**src/rtl/spi_pixel_loader.sv**
```systemverilog
// -----------------------------------------------------------------------------
// spi_pixel_loader
//
// Producer side of the SPI image-write handshake. Bytes arriving from the SPI
// slave are paired into big-endian 16-bit pixels, tagged with raster
// coordinates starting at (0,0), and buffered in a small FIFO. The head of
// the FIFO is presented to the SRAM wrapper one pixel at a time and held
// until the wrapper acknowledges the write with spi_pixel_read.
//
// Ports
//   clk              in   system clock, all logic on posedge
//   rst_n            in   asynchronous active-low reset
//   spi_frame_start  in   pulse: new image begins (flushes everything)
//   spi_byte_valid   in   pulse: spi_byte holds a received byte
//   spi_byte         in   received byte
//   spi_pixel_ready  out  presented pixel/coordinates are valid
//   spi_pixel_read   in   pulse: wrapper has written the presented pixel
//   spi_pixel_data   out  presented pixel value
//   spi_pixel_x      out  signed x of presented pixel (never negative)
//   spi_pixel_y      out  signed y of presented pixel (never negative)
//   image_done       out  whole image received and acknowledged
//   overflow         out  sticky: a pixel was dropped on a full FIFO
// -----------------------------------------------------------------------------
module spi_pixel_loader #(
  parameter int X_RES      = 800,
  parameter int Y_RES      = 600,
  parameter int PRECISION  = 11,
  parameter int FIFO_DEPTH = 4,
  parameter int ACK_GUARD  = 6
) (
  input  logic                        clk,
  input  logic                        rst_n,
  input  logic                        spi_frame_start,
  input  logic                        spi_byte_valid,
  input  logic [7:0]                  spi_byte,
  output logic                        spi_pixel_ready,
  input  logic                        spi_pixel_read,
  output logic [15:0]                 spi_pixel_data,
  output logic signed [PRECISION:0]   spi_pixel_x,
  output logic signed [PRECISION:0]   spi_pixel_y,
  output logic                        image_done,
  output logic                        overflow
);

  localparam int CW = PRECISION;
  localparam int PW = (FIFO_DEPTH > 1) ? $clog2(FIFO_DEPTH) : 1;
  localparam int GW = $clog2(ACK_GUARD + 1);
  localparam int EW = 16 + 2 * CW;

  localparam logic [CW-1:0] X_LAST     = CW'(X_RES - 1);
  localparam logic [CW-1:0] Y_LAST     = CW'(Y_RES - 1);
  localparam logic [PW:0]   FIFO_FULL  = (PW + 1)'(FIFO_DEPTH);
  localparam logic [GW-1:0] GUARD_LOAD = GW'(ACK_GUARD);

  typedef enum logic [1:0] {
    ST_IDLE = 2'd0,
    ST_HI   = 2'd1,
    ST_LO   = 2'd2,
    ST_DONE = 2'd3
  } state_e;

  // Assembler and coordinate state
  state_e          state_q, state_d;
  logic [7:0]      hi_q, hi_d;
  logic [CW-1:0]   x_q, x_d;
  logic [CW-1:0]   y_q, y_d;
  logic [GW-1:0]   guard_q, guard_d;
  logic            overflow_q, overflow_d;
  logic            done_q, done_d;

  // Presentation registers
  logic            ready_q, ready_d;
  logic [15:0]     data_q, data_d;
  logic [CW-1:0]   px_q, px_d;
  logic [CW-1:0]   py_q, py_d;

  // FIFO
  logic [EW-1:0]   mem_q [FIFO_DEPTH];
  logic [PW-1:0]   wr_ptr_q, wr_ptr_d;
  logic [PW-1:0]   rd_ptr_q, rd_ptr_d;
  logic [PW:0]     count_q, count_d;

  logic            push_s;
  logic            pop_s;
  logic            fifo_empty_s;
  logic            fifo_full_s;
  logic [EW-1:0]   push_entry_s;
  logic [EW-1:0]   head_s;
  logic            at_x_last_s;
  logic            at_last_pixel_s;
  logic            guard_clear_s;

  assign fifo_empty_s    = (count_q == '0);
  // Full is judged on occupancy before any same-cycle pop: no bypass.
  assign fifo_full_s     = (count_q == FIFO_FULL);
  assign head_s          = mem_q[rd_ptr_q];
  assign push_entry_s    = {hi_q, spi_byte, x_q, y_q};
  assign at_x_last_s     = (x_q == X_LAST);
  assign at_last_pixel_s = at_x_last_s && (y_q == Y_LAST);
  assign guard_clear_s   = (guard_q == '0);

  // Next-state logic for assembler, coordinates, FIFO control and output stage
  always_comb begin
    state_d    = state_q;
    hi_d       = hi_q;
    x_d        = x_q;
    y_d        = y_q;
    guard_d    = guard_q;
    overflow_d = overflow_q;
    done_d     = done_q;
    ready_d    = ready_q;
    data_d     = data_q;
    px_d       = px_q;
    py_d       = py_q;
    push_s     = 1'b0;
    pop_s      = 1'b0;

    if (spi_frame_start) begin
      // A new frame wins over everything, including a byte in the same cycle.
      state_d    = ST_HI;
      x_d        = '0;
      y_d        = '0;
      guard_d    = GUARD_LOAD;
      overflow_d = 1'b0;
      done_d     = 1'b0;
      ready_d    = 1'b0;
    end else begin
      if (!guard_clear_s) begin
        guard_d = guard_q - GW'(1);
      end else begin
        guard_d = guard_q;
      end

      case (state_q)
        ST_IDLE: begin
          state_d = ST_IDLE;
        end
        ST_HI: begin
          if (spi_byte_valid) begin
            hi_d    = spi_byte;
            state_d = ST_LO;
          end else begin
            state_d = ST_HI;
          end
        end
        ST_LO: begin
          if (spi_byte_valid) begin
            if (fifo_full_s) begin
              overflow_d = 1'b1;
            end else begin
              push_s = 1'b1;
            end
            // Coordinates advance whether or not the pixel was kept.
            if (at_x_last_s) begin
              x_d = '0;
              y_d = y_q + CW'(1);
            end else begin
              x_d = x_q + CW'(1);
            end
            if (at_last_pixel_s) begin
              state_d = ST_DONE;
            end else begin
              state_d = ST_HI;
            end
          end else begin
            state_d = ST_LO;
          end
        end
        ST_DONE: begin
          state_d = ST_DONE;
        end
        default: begin
          state_d = ST_IDLE;
        end
      endcase

      // Acks during the guard window may belong to the flushed frame.
      if (ready_q) begin
        if (spi_pixel_read && guard_clear_s) begin
          ready_d = 1'b0;
        end else begin
          ready_d = 1'b1;
        end
      end else if (!fifo_empty_s && guard_clear_s) begin
        pop_s   = 1'b1;
        ready_d = 1'b1;
        data_d  = head_s[EW-1 -: 16];
        px_d    = head_s[2*CW-1 -: CW];
        py_d    = head_s[CW-1:0];
      end else begin
        ready_d = 1'b0;
      end

      done_d = (state_q == ST_DONE) && fifo_empty_s && !ready_q;
    end
  end

  // FIFO pointer and occupancy next-state
  always_comb begin
    wr_ptr_d = wr_ptr_q;
    rd_ptr_d = rd_ptr_q;
    count_d  = count_q;
    if (spi_frame_start) begin
      wr_ptr_d = '0;
      rd_ptr_d = '0;
      count_d  = '0;
    end else begin
      if (push_s) begin
        wr_ptr_d = wr_ptr_q + PW'(1);
      end else begin
        wr_ptr_d = wr_ptr_q;
      end
      if (pop_s) begin
        rd_ptr_d = rd_ptr_q + PW'(1);
      end else begin
        rd_ptr_d = rd_ptr_q;
      end
      case ({push_s, pop_s})
        2'b10:   count_d = count_q + (PW + 1)'(1);
        2'b01:   count_d = count_q - (PW + 1)'(1);
        default: count_d = count_q;
      endcase
    end
  end

  // Assembler, coordinate and output-stage registers
  always_ff @(posedge clk or negedge rst_n) begin
    if (!rst_n) begin
      state_q    <= ST_IDLE;
      hi_q       <= 8'h00;
      x_q        <= '0;
      y_q        <= '0;
      guard_q    <= '0;
      overflow_q <= 1'b0;
      done_q     <= 1'b0;
      ready_q    <= 1'b0;
      data_q     <= 16'h0000;
      px_q       <= '0;
      py_q       <= '0;
    end else begin
      state_q    <= state_d;
      hi_q       <= hi_d;
      x_q        <= x_d;
      y_q        <= y_d;
      guard_q    <= guard_d;
      overflow_q <= overflow_d;
      done_q     <= done_d;
      ready_q    <= ready_d;
      data_q     <= data_d;
      px_q       <= px_d;
      py_q       <= py_d;
    end
  end

  // FIFO pointer/occupancy registers
  always_ff @(posedge clk or negedge rst_n) begin
    if (!rst_n) begin
      wr_ptr_q <= '0;
      rd_ptr_q <= '0;
      count_q  <= '0;
    end else begin
      wr_ptr_q <= wr_ptr_d;
      rd_ptr_q <= rd_ptr_d;
      count_q  <= count_d;
    end
  end

  // FIFO storage write port
  always_ff @(posedge clk or negedge rst_n) begin
    if (!rst_n) begin
      for (int i = 0; i < FIFO_DEPTH; i++) begin
        mem_q[i] <= '0;
      end
    end else if (push_s) begin
      mem_q[wr_ptr_q] <= push_entry_s;
    end
  end

  assign spi_pixel_ready = ready_q;
  assign spi_pixel_data  = data_q;
  // Counters are unsigned; the extra sign bit is always zero.
  assign spi_pixel_x     = {1'b0, px_q};
  assign spi_pixel_y     = {1'b0, py_q};
  assign image_done      = done_q;
  assign overflow        = overflow_q;

endmodule

```
**config.mk**
```make
export PLATFORM = sky130hd
export DESIGN_NAME = spi_pixel_loader
export DESIGN_NICKNAME = d
export VERILOG_FILES = /design/src/rtl/spi_pixel_loader.sv
export SDC_FILE = /design/constraint.sdc
export NUM_CORES = 1
export LEC_CHECK = 0
export BUFFER_PORTS_ARGS = -buffer_cell sky130_fd_sc_hd__clkbuf_2
export CAP_MARGIN = 25
export CORE_ASPECT_RATIO = 0.8
export CORE_MARGIN = 2
export CORE_UTILIZATION = 40
export DETAILED_ROUTE_END_ITERATION = 10
export PLACE_DENSITY = 0.66
export SLEW_MARGIN = 10
export SYNTH_ARGS = -nofsm -noshare
export SYNTH_HDL_FRONTEND = slang
export SYNTH_SLANG_ARGS = --single-unit
```
**constraint.sdc**
```tcl
create_clock -name clk -period 3.5 [get_ports clk]
set_input_delay 0.7 -clock clk [delete_from_list [all_inputs] [get_ports clk]]
set_output_delay 0.7 -clock clk [all_outputs]
set_load 0.02 [all_outputs]
```
==> results.tsv, run 1 <==
metric	value	unit
Max-Cap Viols	0	
RSZ-0062 raised after global routing	no	
Post-DP HPWL	12900	um
layout cells sized above 1	47.50	%
Combinational Power Share	5.0	%
r2r worst-path depth	7	
Slew @ Worst Pin	741.4	ps
fillers	2193	
Slew HR	50.57	%
Global Route Usage Sum	15.79	%
Top Ports	56	
core footprint	0.02524	mm^2
Congestion Overflow GR	0	
Max stage delay on crit path	410	ps
top-area cell type share of the netlist area	57.32	%
Num CTS Buffers	26	
CTS max path bufs	3	
RD Place Congestion	0.7094	
Critical Path End	count_q[2]	
site row count	52	
number of synthesized flops with an enable pin	0	
syn_area_per_cell	15.02	um^2
area grow syn2layout	15.37	%
Post-Route WL	20320	um
root buffer cell	clkbuf_16	
DR pass1 iterations	4	
CP endpoint kind	register	
synth unique cells	44	
first-pass GRT wire length	34100	um
Syn Inst Count	683	
r2r startpoint	state_q[0]	
fin. max-slew vios	0	
fin crit share	68.69	%
Final TNS setup	0	ps
outcome	finished, final reports clean	
Fmax	0.4160	GHz
Antenna Nets Post-Route	0	
DRC	0	
Synth Area in Adders	1.171	%
Sw Pwr	1265	uW
Post-Syn Area	0.01026	mm^2
die height	147.2	um
# diodes	0	
R2R Path End	count_q[2]	
Cell Chain, Critical Path	nand3b_1, nor2_1, nor3_1, fa_1, nor3_1, a32oi_1, mux2_2	
CTS Hold Bufs	0	
Hold Fails Final Rpt	0	
CP Max Fanout	10	
Hold WC Path Type	input port to async pin	
VDD IR-drop max	0.4802	mV
routed wire length per instance	18.75	um
clk slew on worst S/H paths	60	ps
Setup Crit Path Kind	register to register	
crit path time final	2404	ps
Req. time, crit path	3900	ps
Post-synth ARST share	100.0	%
vias in the first global route	6160	
largest family of logic cells by synthesized area	multiplexers	
mux contribution to synthesized area	30.49	%
portion of total power attributed to the clock network	46.1	%
synth warn	0	
antenna violations before repair	0	
die area	0.02695	mm^2
post-synthesis simple-gate area fraction	5.232	%
area occupied by multi-input gates	0.004156	mm^2
reg2reg setup slack	1100	ps
final net count	763	
Worst setup SP type	register	
Sequential Area	0.005883	mm^2
Max H-tree Level	1	
top-count cell post-synth	dfrtp_1	
routed vias	5806	
final setup fails	0	
slowest CP cell	dfrtp_1	
Synth top cells by count	dfrtp_1 (235), mux2_2 (200), mux4_2 (38)	
Synth Flop Type	dfrtp_1	
Initial Utilization	40.64	%
Switching Share	21.47	%
final std cells w/o fill	1084	
Core Util, Final	46.88	%
total clock sinks	235	
post-CTS setup buffer count	0	
post-synthesis compound-gate area fraction	2.317	%
IO buf count	53	
Synth area leaders	dfrtp_1 (57%), mux2_2 (22%), mux4_2 (8.3%), ha_1 (0.98%), a21oi_1 (0.78%)	
most used cell, CP	nor3_1	
via density per instance	5.356	
P_leak	0.005578	uW
CTS tree	built	
placed cell count	1037	
#FFs+latches synth	235	
initial drt markers	349	
Die Width	183.0	um
Setup Skew	11.93	ps
Cell Pwr Density	498.0	mW/mm^2
largest net degree at the start of global routing	89	
Setup crit start	state_q[0]	
Cell Int Power	4628	uW
xor/xnor share of the synthesized area	1.110	%
hold slack	159.8	ps
post-CTS resize count	0	
Seq/Total Area, Yosys	57.32	%
register share of total power	48.9	%
largest area contributor in the netlist	dfrtp_1	
worst path arrival time	2800	ps
Worst-Skew Late Latency	520	ps
-- flip-flops by register name, indices dropped and copies added (netlist names), 3 cells and up --
name and cells:
mem_q 152, spi_pixel_data 16, px_q 11, py_q 11
x_q 11, y_q 11, hi_q 8, count_q 3
guard_q 3
-- metrics by stage --
| stage | instance area (um^2) | setup WS [ps] | total power, uW |
|---|---|---|---|
| 2_1_floorplan | 10260 | 817.7 | 3090 |
| 3_3_place_gp | 10970 | 811.0 | 3223 |
| 3_5_place_dp | 10970 | 739.4 | 3232 |
| 4_1_cts | 11840 | 1091 | 5971 |
| 5_1_grt | 11840 | 896.2 | 6124 |
| 6_report | 11840 | 1096 | 5893 |
-- worst max-delay path: cells and delay by family, from the launching register on --
kind,cells,cell delay [ps]
AOI/OAI and AO/OA,1,130
adders and majority gates,1,390
DFF,1,410
muxes,1,280
and+or+nand+nor,4,1080
-- worst min path at each step --
stage,start,endpoint,cells after the start
2_1_floorplan,rst_n,count_q[0],0
3_3_place_gp,mem_q[62],mem_q[62],1
3_5_place_dp,mem_q[14],mem_q[14],1
4_1_cts,rst_n,mem_q[93],1
6_report,rst_n,mem_q[24],1
5_1_grt,rst_n,mem_q[144],1
-- cell families after synthesis --
group,Yosys count
compound gates,39
xor+xnor,13
fa+ha+maj,9
flops,235
other cells,1
simple gates,93
buf+inv,53
mux,240
-- placed cells by master (no fill, tap or decap), types with 5 or more instances in the layout --
cell type / count
buf_4: 17
inv_1: 7
mux2_2: 200
clkbuf_1: 9
nand2b_1: 6
buf_12: 5
o31ai_1: 6
nor2_1: 13
o21ai_0: 8
clkbuf_2: 52
clkbuf_16: 27
clkbuf_8: 5
xor2_1: 9
ha_1: 8
nor3_1: 9
or4_1: 6
nand2_1: 18
dfrtp_1: 233
a21oi_1: 16
or3_1: 7
mux4_2: 38
-- power groups by stage --
stage	Sequential [uW]	Clock [uW]	Combinational [uW]
detailed placement	2930	0	304
floorplan	2910	0	185
global route	2890	2900	333
finish	2880	2720	296
global placement	2930	0	298
CTS	2880	2790	305
-- final cells by class --
class | count | area share [%]
Sequential cell | 235 | 49.71
Multi-Input combinational cell | 396 | 35.12
Clock buffer | 41 | 6.576
Timing Repair Buffer | 75 | 4.250
Tap cell | 324 | 3.425
Clock inverter | 6 | 0.6977
Inverter | 7 | 0.2220
-- per-layer routing --
layer  vias to the layer above  wire length, um  global-route usage (%)
met5                         -                0                       0
met4                         0              458                   4.240
met3                        26              653                   2.677
met2                        82             9261                   24.83
met1                      3076             9948                   22.83
li1                       2622                -                       -
(Power assumes the default switching activity.)
==> run 2: changes to the inputs <==
- clock period: 3.5 -> 2.26 ns (I/O delays scaled with it)
==> run 2 against run 1 <==
  * Register-to-register slack got worse by 1100 ps
  * Maximum frequency is 8.5% higher
  * Clock power is 43% higher
  * Core utilization grew 1.3 points
  * Combinational power up 65%
==> results.tsv, run 2 (synthesized netlist as in run 1, its figures left out) <==
metric	value	unit	change
CP endpoint kind	register		
Post-Route WL	20650	um	+1.6%
DR pass1 iterations	5		+1
routed wire length per instance	18.54	um	-1.1%
Setup Skew	27.16	ps	+15.23 ps
die height	147.2	um	unchanged
Max H-tree Level	1		unchanged
DP Worst Slack	7.373	ps	-732.0 ps
first-pass GRT wire length	34740	um	+1.9%
IO buf count	53		unchanged
final setup fails	0		unchanged
Post-DP HPWL	13130	um	+1.8%
Max-Cap Viols	0		unchanged
most frequent cells in the layout	dfrtp_1 (233), mux2_2 (200), clkbuf_2 (52)		
via density per instance	5.302		-1.0%
Top Ports	56		unchanged
core footprint	0.02524	mm^2	unchanged
Worst setup SP type	register		
Setup Crit Path Kind	register to register		
P_leak	0.005752	uW	+3.1%
most common cell after layout, fill and taps aside	dfrtp_1		
DRC	0		unchanged
Congestion Overflow GR	0		unchanged
final std cells w/o fill	1114		+2.8%
Core Util, Final	48.17	%	+1.3 points
placed cell count	1069		+3.1%
total clock sinks	235		unchanged
clk slew on worst S/H paths	60	ps	about the same
Initial Utilization	40.64	%	unchanged
post-CTS setup buffer count	0		unchanged
routed vias	5906		+1.7%
largest net degree at the start of global routing	64		-28%
CTS max path bufs	3		unchanged
crit path time final	2217	ps	-187.4 ps
Worst-Skew Late Latency	530	ps	about the same
Final TNS setup	0	ps	unchanged
# diodes	0		unchanged
worst path arrival time	2680	ps	-120 ps
Fmax	0.4511	GHz	+8.5%
VDD IR-drop max	0.4145	mV	-14%
root buffer cell	clkbuf_16		
CP Max Fanout	3		-7
Slew HR	64.17	%	+14 points
site row count	52		unchanged
Largest Register	mem_q		
RD Place Congestion	0.8047		+13%
fin crit share	98.08	%	+29 points
Die Width	183.0	um	unchanged
met1 usage	24.64	%	+1.8 points
Antenna Nets Post-Route	0		unchanged
antenna violations before repair	0		unchanged
area grow syn2layout	18.53	%	
Cell Pwr Density	727.4	mW/mm^2	+46%
fin. max-slew vios	0		unchanged
Num CTS Buffers	25		-3.8%
Hold Path Depth	2		
die area	0.02695	mm^2	unchanged
Slew @ Worst Pin	533.0	ps	-208.4 ps
Global Route Usage Sum	16.16	%	+0.36 points
layout cells sized above 1	51.27	%	+3.8 points
fillers	2175		-0.82%
GRT met3 Usage	2.529	%	-0.15 points
Final WS setup	43.39	ps	-1053 ps
Hold Fails Final Rpt	0		unchanged
RSZ-0062 raised after global routing	yes		
max reg flops	152		unchanged
GR Util met2	24.26	%	-0.57 points
initial drt markers	341		-2.3%
outcome	finished, final reports clean		
CTS tree	built		
r2r worst-path depth	5		-2
GRT Max-Usage Layer	met1		
vias in the first global route	6158		-0.032%
Hold WC Path Type	input port to register		
Req. time, crit path	2720	ps	-1180 ps
final net count	795		+4.2%
[run 2: changes by cell type in the layout (fill, tap and decap cells not counted), moves of 3 or more]
| cell | before | now |
|---|---|---|
| a21oi_1 | 16 | 13 |
| a21oi_2 | 0 | 3 |
| buf_12 | 5 | 12 |
| buf_4 | 17 | 40 |
| clkbuf_1 | 9 | 4 |
| clkbuf_8 | 5 | 8 |
| or4_1 | 6 | 2 |
| or4_4 | 2 | 6 |
[run 2: metal layers]
layer	vias up	share of wire, %
met5	-	0
met4	0	2.1
met3	35	3.8
met2	96	45
met1	3090	49
li1	2685	-
[run 2: worst max-delay path: stages (launching register included)]
cell and delay, ps:
dfrtp_1 380, or4_4 540, buf_4 160, or4_4 420
or4_4 530, a21oi_2 140
[run 2: per-stage QoR]
stage               cell area [um^2]  total power, uW  hold slack [ps]
floorplan                      10270             4786            156.4
global placement               11300             5005            445.3
detailed placement             11300             5019            442.4
CTS                            12110             8972            215.3
global route                   12160             9204            226.2
finish                         12160             8844            227.9
[run 2: area by class of cell]
cell class | instances | area, um^2 | share of cell area (%)
flip-flops and latches | 235 | 5883 | 48.38
multi-input cells | 396 | 4202 | 34.55
repair buffers | 108 | 848.3 | 6.977
clock buffers | 37 | 750.7 | 6.174
well taps | 324 | 405.4 | 3.334
clock inverters | 7 | 43.79 | 0.3602
inverters | 7 | 26.28 | 0.2161
[run 2: path summary, 6_finish.rpt]
check,start,endpoint,slack (ps)
setup / recovery,x_q[5],y_q[10],40
hold / removal,spi_byte[5],mem_q[103],230
setup reg to reg,x_q[5],y_q[10],40
hold reg to reg,mem_q[54],mem_q[54],500
max in group asynchronous,rst_n,overflow,1090
min in group asynchronous,rst_n,mem_q[23],480
[run 2: timing repair]
action | CTS | global route
hold buffers | 1 | 0
hold endpoints to repair | 56 | 0
endpoints found under the setup margin | 1 | 8
pin swaps | 0 | 5
resized for setup | 1 | 12
cloned | 0 | 0
[run 2: where the power goes]
part,total (uW),switching [uW],leakage [uW],internal (uW)
clock network,3900,1610,0.000391,2290
registers,4450,100,0.00323,4350
logic,488,231,0.00213,258
total,8840,1940,0.00575,6900
==> run 3: changes to the inputs <==
- SETUP_SLACK_MARGIN: not set -> 0.5
==> run 3 against run 2 <==
  * Via count is 6.1% higher
  * Worst hold slack better by 1.8 ps
  * Sequential power hardly changed
  * Combinational power is 24% higher
  * Sequential share of layout area is 4.6 points lower
  * Worst setup slack better by 53 ps
  * Global-route usage is 3.0 points higher
  * Non-clock buffer count is 28 higher
  * Routed wire length is 21% higher
  * Largest cell class unchanged
  * First-iteration DRC count is 7.6% lower
==> results.tsv, run 3 (synthesized netlist as in run 1, its figures left out) <==
metric	value	unit	change
outcome	finished, final reports clean		
# diodes	0		unchanged
via density per instance	5.489		+3.5%
DR WL met2	12170	um	+30%
area occupied by multi-input gates	0.004987	mm^2	+19%
clk slew on worst S/H paths	60	ps	about the same
Hold Path Depth	2		unchanged
CP endpoint kind	register		
Cell Pwr Density	675.8	mW/mm^2	-7.1%
area grow syn2layout	31.03	%	
RD Place Congestion	0.7960		-1.1%
worst path arrival time	2620	ps	-60 ps
crit path time final	2163	ps	-53.40 ps
fillers	1998		-8.1%
Post-DP HPWL	14810	um	+13%
final setup fails	0		unchanged
Sw Pwr	2052	uW	+5.5%
highest metal used	met4		
Top Ports	56		unchanged
Setup Crit Path Kind	register to register		
largest net degree at the start of global routing	75		+17%
most frequent cells in the layout	dfrtp_1 (233), mux2_4 (183), clkbuf_2 (52)		
Hold WC Path Type	input port to register		
initial drt markers	315		-7.6%
most common cell after layout, fill and taps aside	dfrtp_1		
Final TNS setup	0	ps	unchanged
VDD IR-drop max	0.4773	mV	+15%
Post-Route WL	24970	um	+21%
r2r startpoint	x_q[5]		
CP Max Fanout	7		+4
Max H-tree Level	1		unchanged
register share of total power	49.2	%	-1.2 points
final net count	823		+3.5%
Num CTS Buffers	25		unchanged
Switching Share	22.59	%	+0.60 points
routed vias	6269		+6.1%
first-pass GRT wire length	40590	um	+17%
site row count	52		unchanged
Req. time, crit path	2720	ps	about the same
P_leak	0.006196	uW	+7.7%
Slew HR	58.85	%	-5.3 points
r2r worst-path depth	4		-1
die height	147.2	um	unchanged
Cell Int Power	7032	uW	+1.9%
Congestion Overflow GR	0		unchanged
Slew @ Worst Pin	617.3	ps	+84.23 ps
CTS max path bufs	3		unchanged
Hold Fails Final Rpt	0		unchanged
Sequential Area	0.005883	mm^2	unchanged
IO buf count	53		unchanged
routed length on met3	960	um	+22%
fin. max-slew vios	0		unchanged
Core Util, Final	53.25	%	+5.1 points
Critical Path End	y_q[9]		
Fmax	0.4623	GHz	+2.5%
reg2reg setup slack	100	ps	+50 ps
RSZ-0062 raised after global routing	yes		
Initial Utilization	40.64	%	unchanged
Largest Register	mem_q		
layout cells sized above 1	54.65	%	+3.4 points
Global Route Usage Sum	19.18	%	+3.0 points
antenna violations before repair	0		unchanged
core footprint	0.02524	mm^2	unchanged
Worst setup SP type	register		
portion of total power attributed to the clock network	44.1	%	about the same
Worst-Skew Late Latency	530	ps	about the same
total clock sinks	235		unchanged
Max-Cap Viols	0		unchanged
DRC	0		unchanged
Combinational Power Share	6.7	%	+1.2 points
die area	0.02695	mm^2	unchanged
max reg flops	152		unchanged
Setup crit start	x_q[5]		
M1 WL	11250	um	+11%
Setup Skew	8.526	ps	-18.63 ps
fin crit share	95.72	%	-2.4 points
DR pass1 iterations	5		unchanged
Antenna Nets Post-Route	0		unchanged
CTS tree	built		
root buffer cell	clkbuf_16		
Die Width	183.0	um	unchanged
routed wire length per instance	21.86	um	+18%
R2R Path End	y_q[9]		
vias in the first global route	6963		+13%
## run 3: how the worst min path moves through the flow
| stage | start | slack (ps) | endpoint |
|---|---|---|---|
| detailed placement | rst_n | 480 | guard_q[0] |
| floorplan | rst_n | 160 | count_q[0] |
| global placement | rst_n | 470 | guard_q[0] |
| CTS | spi_byte[1] | 210 | mem_q[61] |
| finish | spi_byte[6] | 230 | mem_q[104] |
| global route | spi_byte[1] | 220 | mem_q[61] |
## run 3: area by class of cell
type                            instances  share of cell area (%)
Clock buffer                           35                   5.306
Clock inverter                          9                  0.6795
Inverter                                7                  0.1955
Multi-Input combinational cell        396                   37.10
Sequential cell                       235                   43.77
Tap cell                              324                   3.016
Timing Repair Buffer                  136                   9.932
## run 3: timing repair
| item | CTS | global route |
|---|---|---|
| buffers inserted | 15 | 14 |
| gates resized for setup | 24 | 38 |
| hold buffers | 1 | 0 |
| endpoints found under the setup margin | 207 | 214 |
| pin swaps | 7 | 12 |
| gates cloned | 7 | 0 |
| hold endpoints to repair | 70 | 0 |
## run 3: layer usage
metal  GRT usage (%)  up-vias
met4           4.360        0
li1                -     2723
met5               0        -
met1           27.35     3357
met3           3.074       48
met2           31.16      141
## run 3: per-stage QoR
| stage | setup slack, ps | power [uW] | instance area, um^2 | instances | hold WS (ps) |
|---|---|---|---|---|---|
| floorplan | 47.70 | 4874 | 11180 | 684 | 156.4 |
| global placement | 70.30 | 5058 | 11930 | 1061 | 469.2 |
| detailed placement | 13.94 | 5103 | 11930 | 1061 | 478.6 |
| CTS | 112.8 | 9160 | 13180 | 1128 | 209.2 |
| global route | 35.70 | 9422 | 13440 | 1142 | 224.9 |
| finish | 96.78 | 9084 | 13440 | 1142 | 229.7 |
## run 3: power groups by stage
| stage | logic, uW | clock network, uW | registers (uW) |
|---|---|---|---|
| finish | 605 | 4010 | 4470 |
| global route | 661 | 4270 | 4490 |
| CTS | 594 | 4100 | 4470 |
| global placement | 536 | 0 | 4520 |
| floorplan | 363 | 0 | 4510 |
| detailed placement | 559 | 0 | 4540 |
## run 3: worst max-delay path: stages, from the launching register on
cell	delay [ps]
dfrtp_1	380
or4_4	570
or4_4	490
or4_1	510
a21oi_1	140
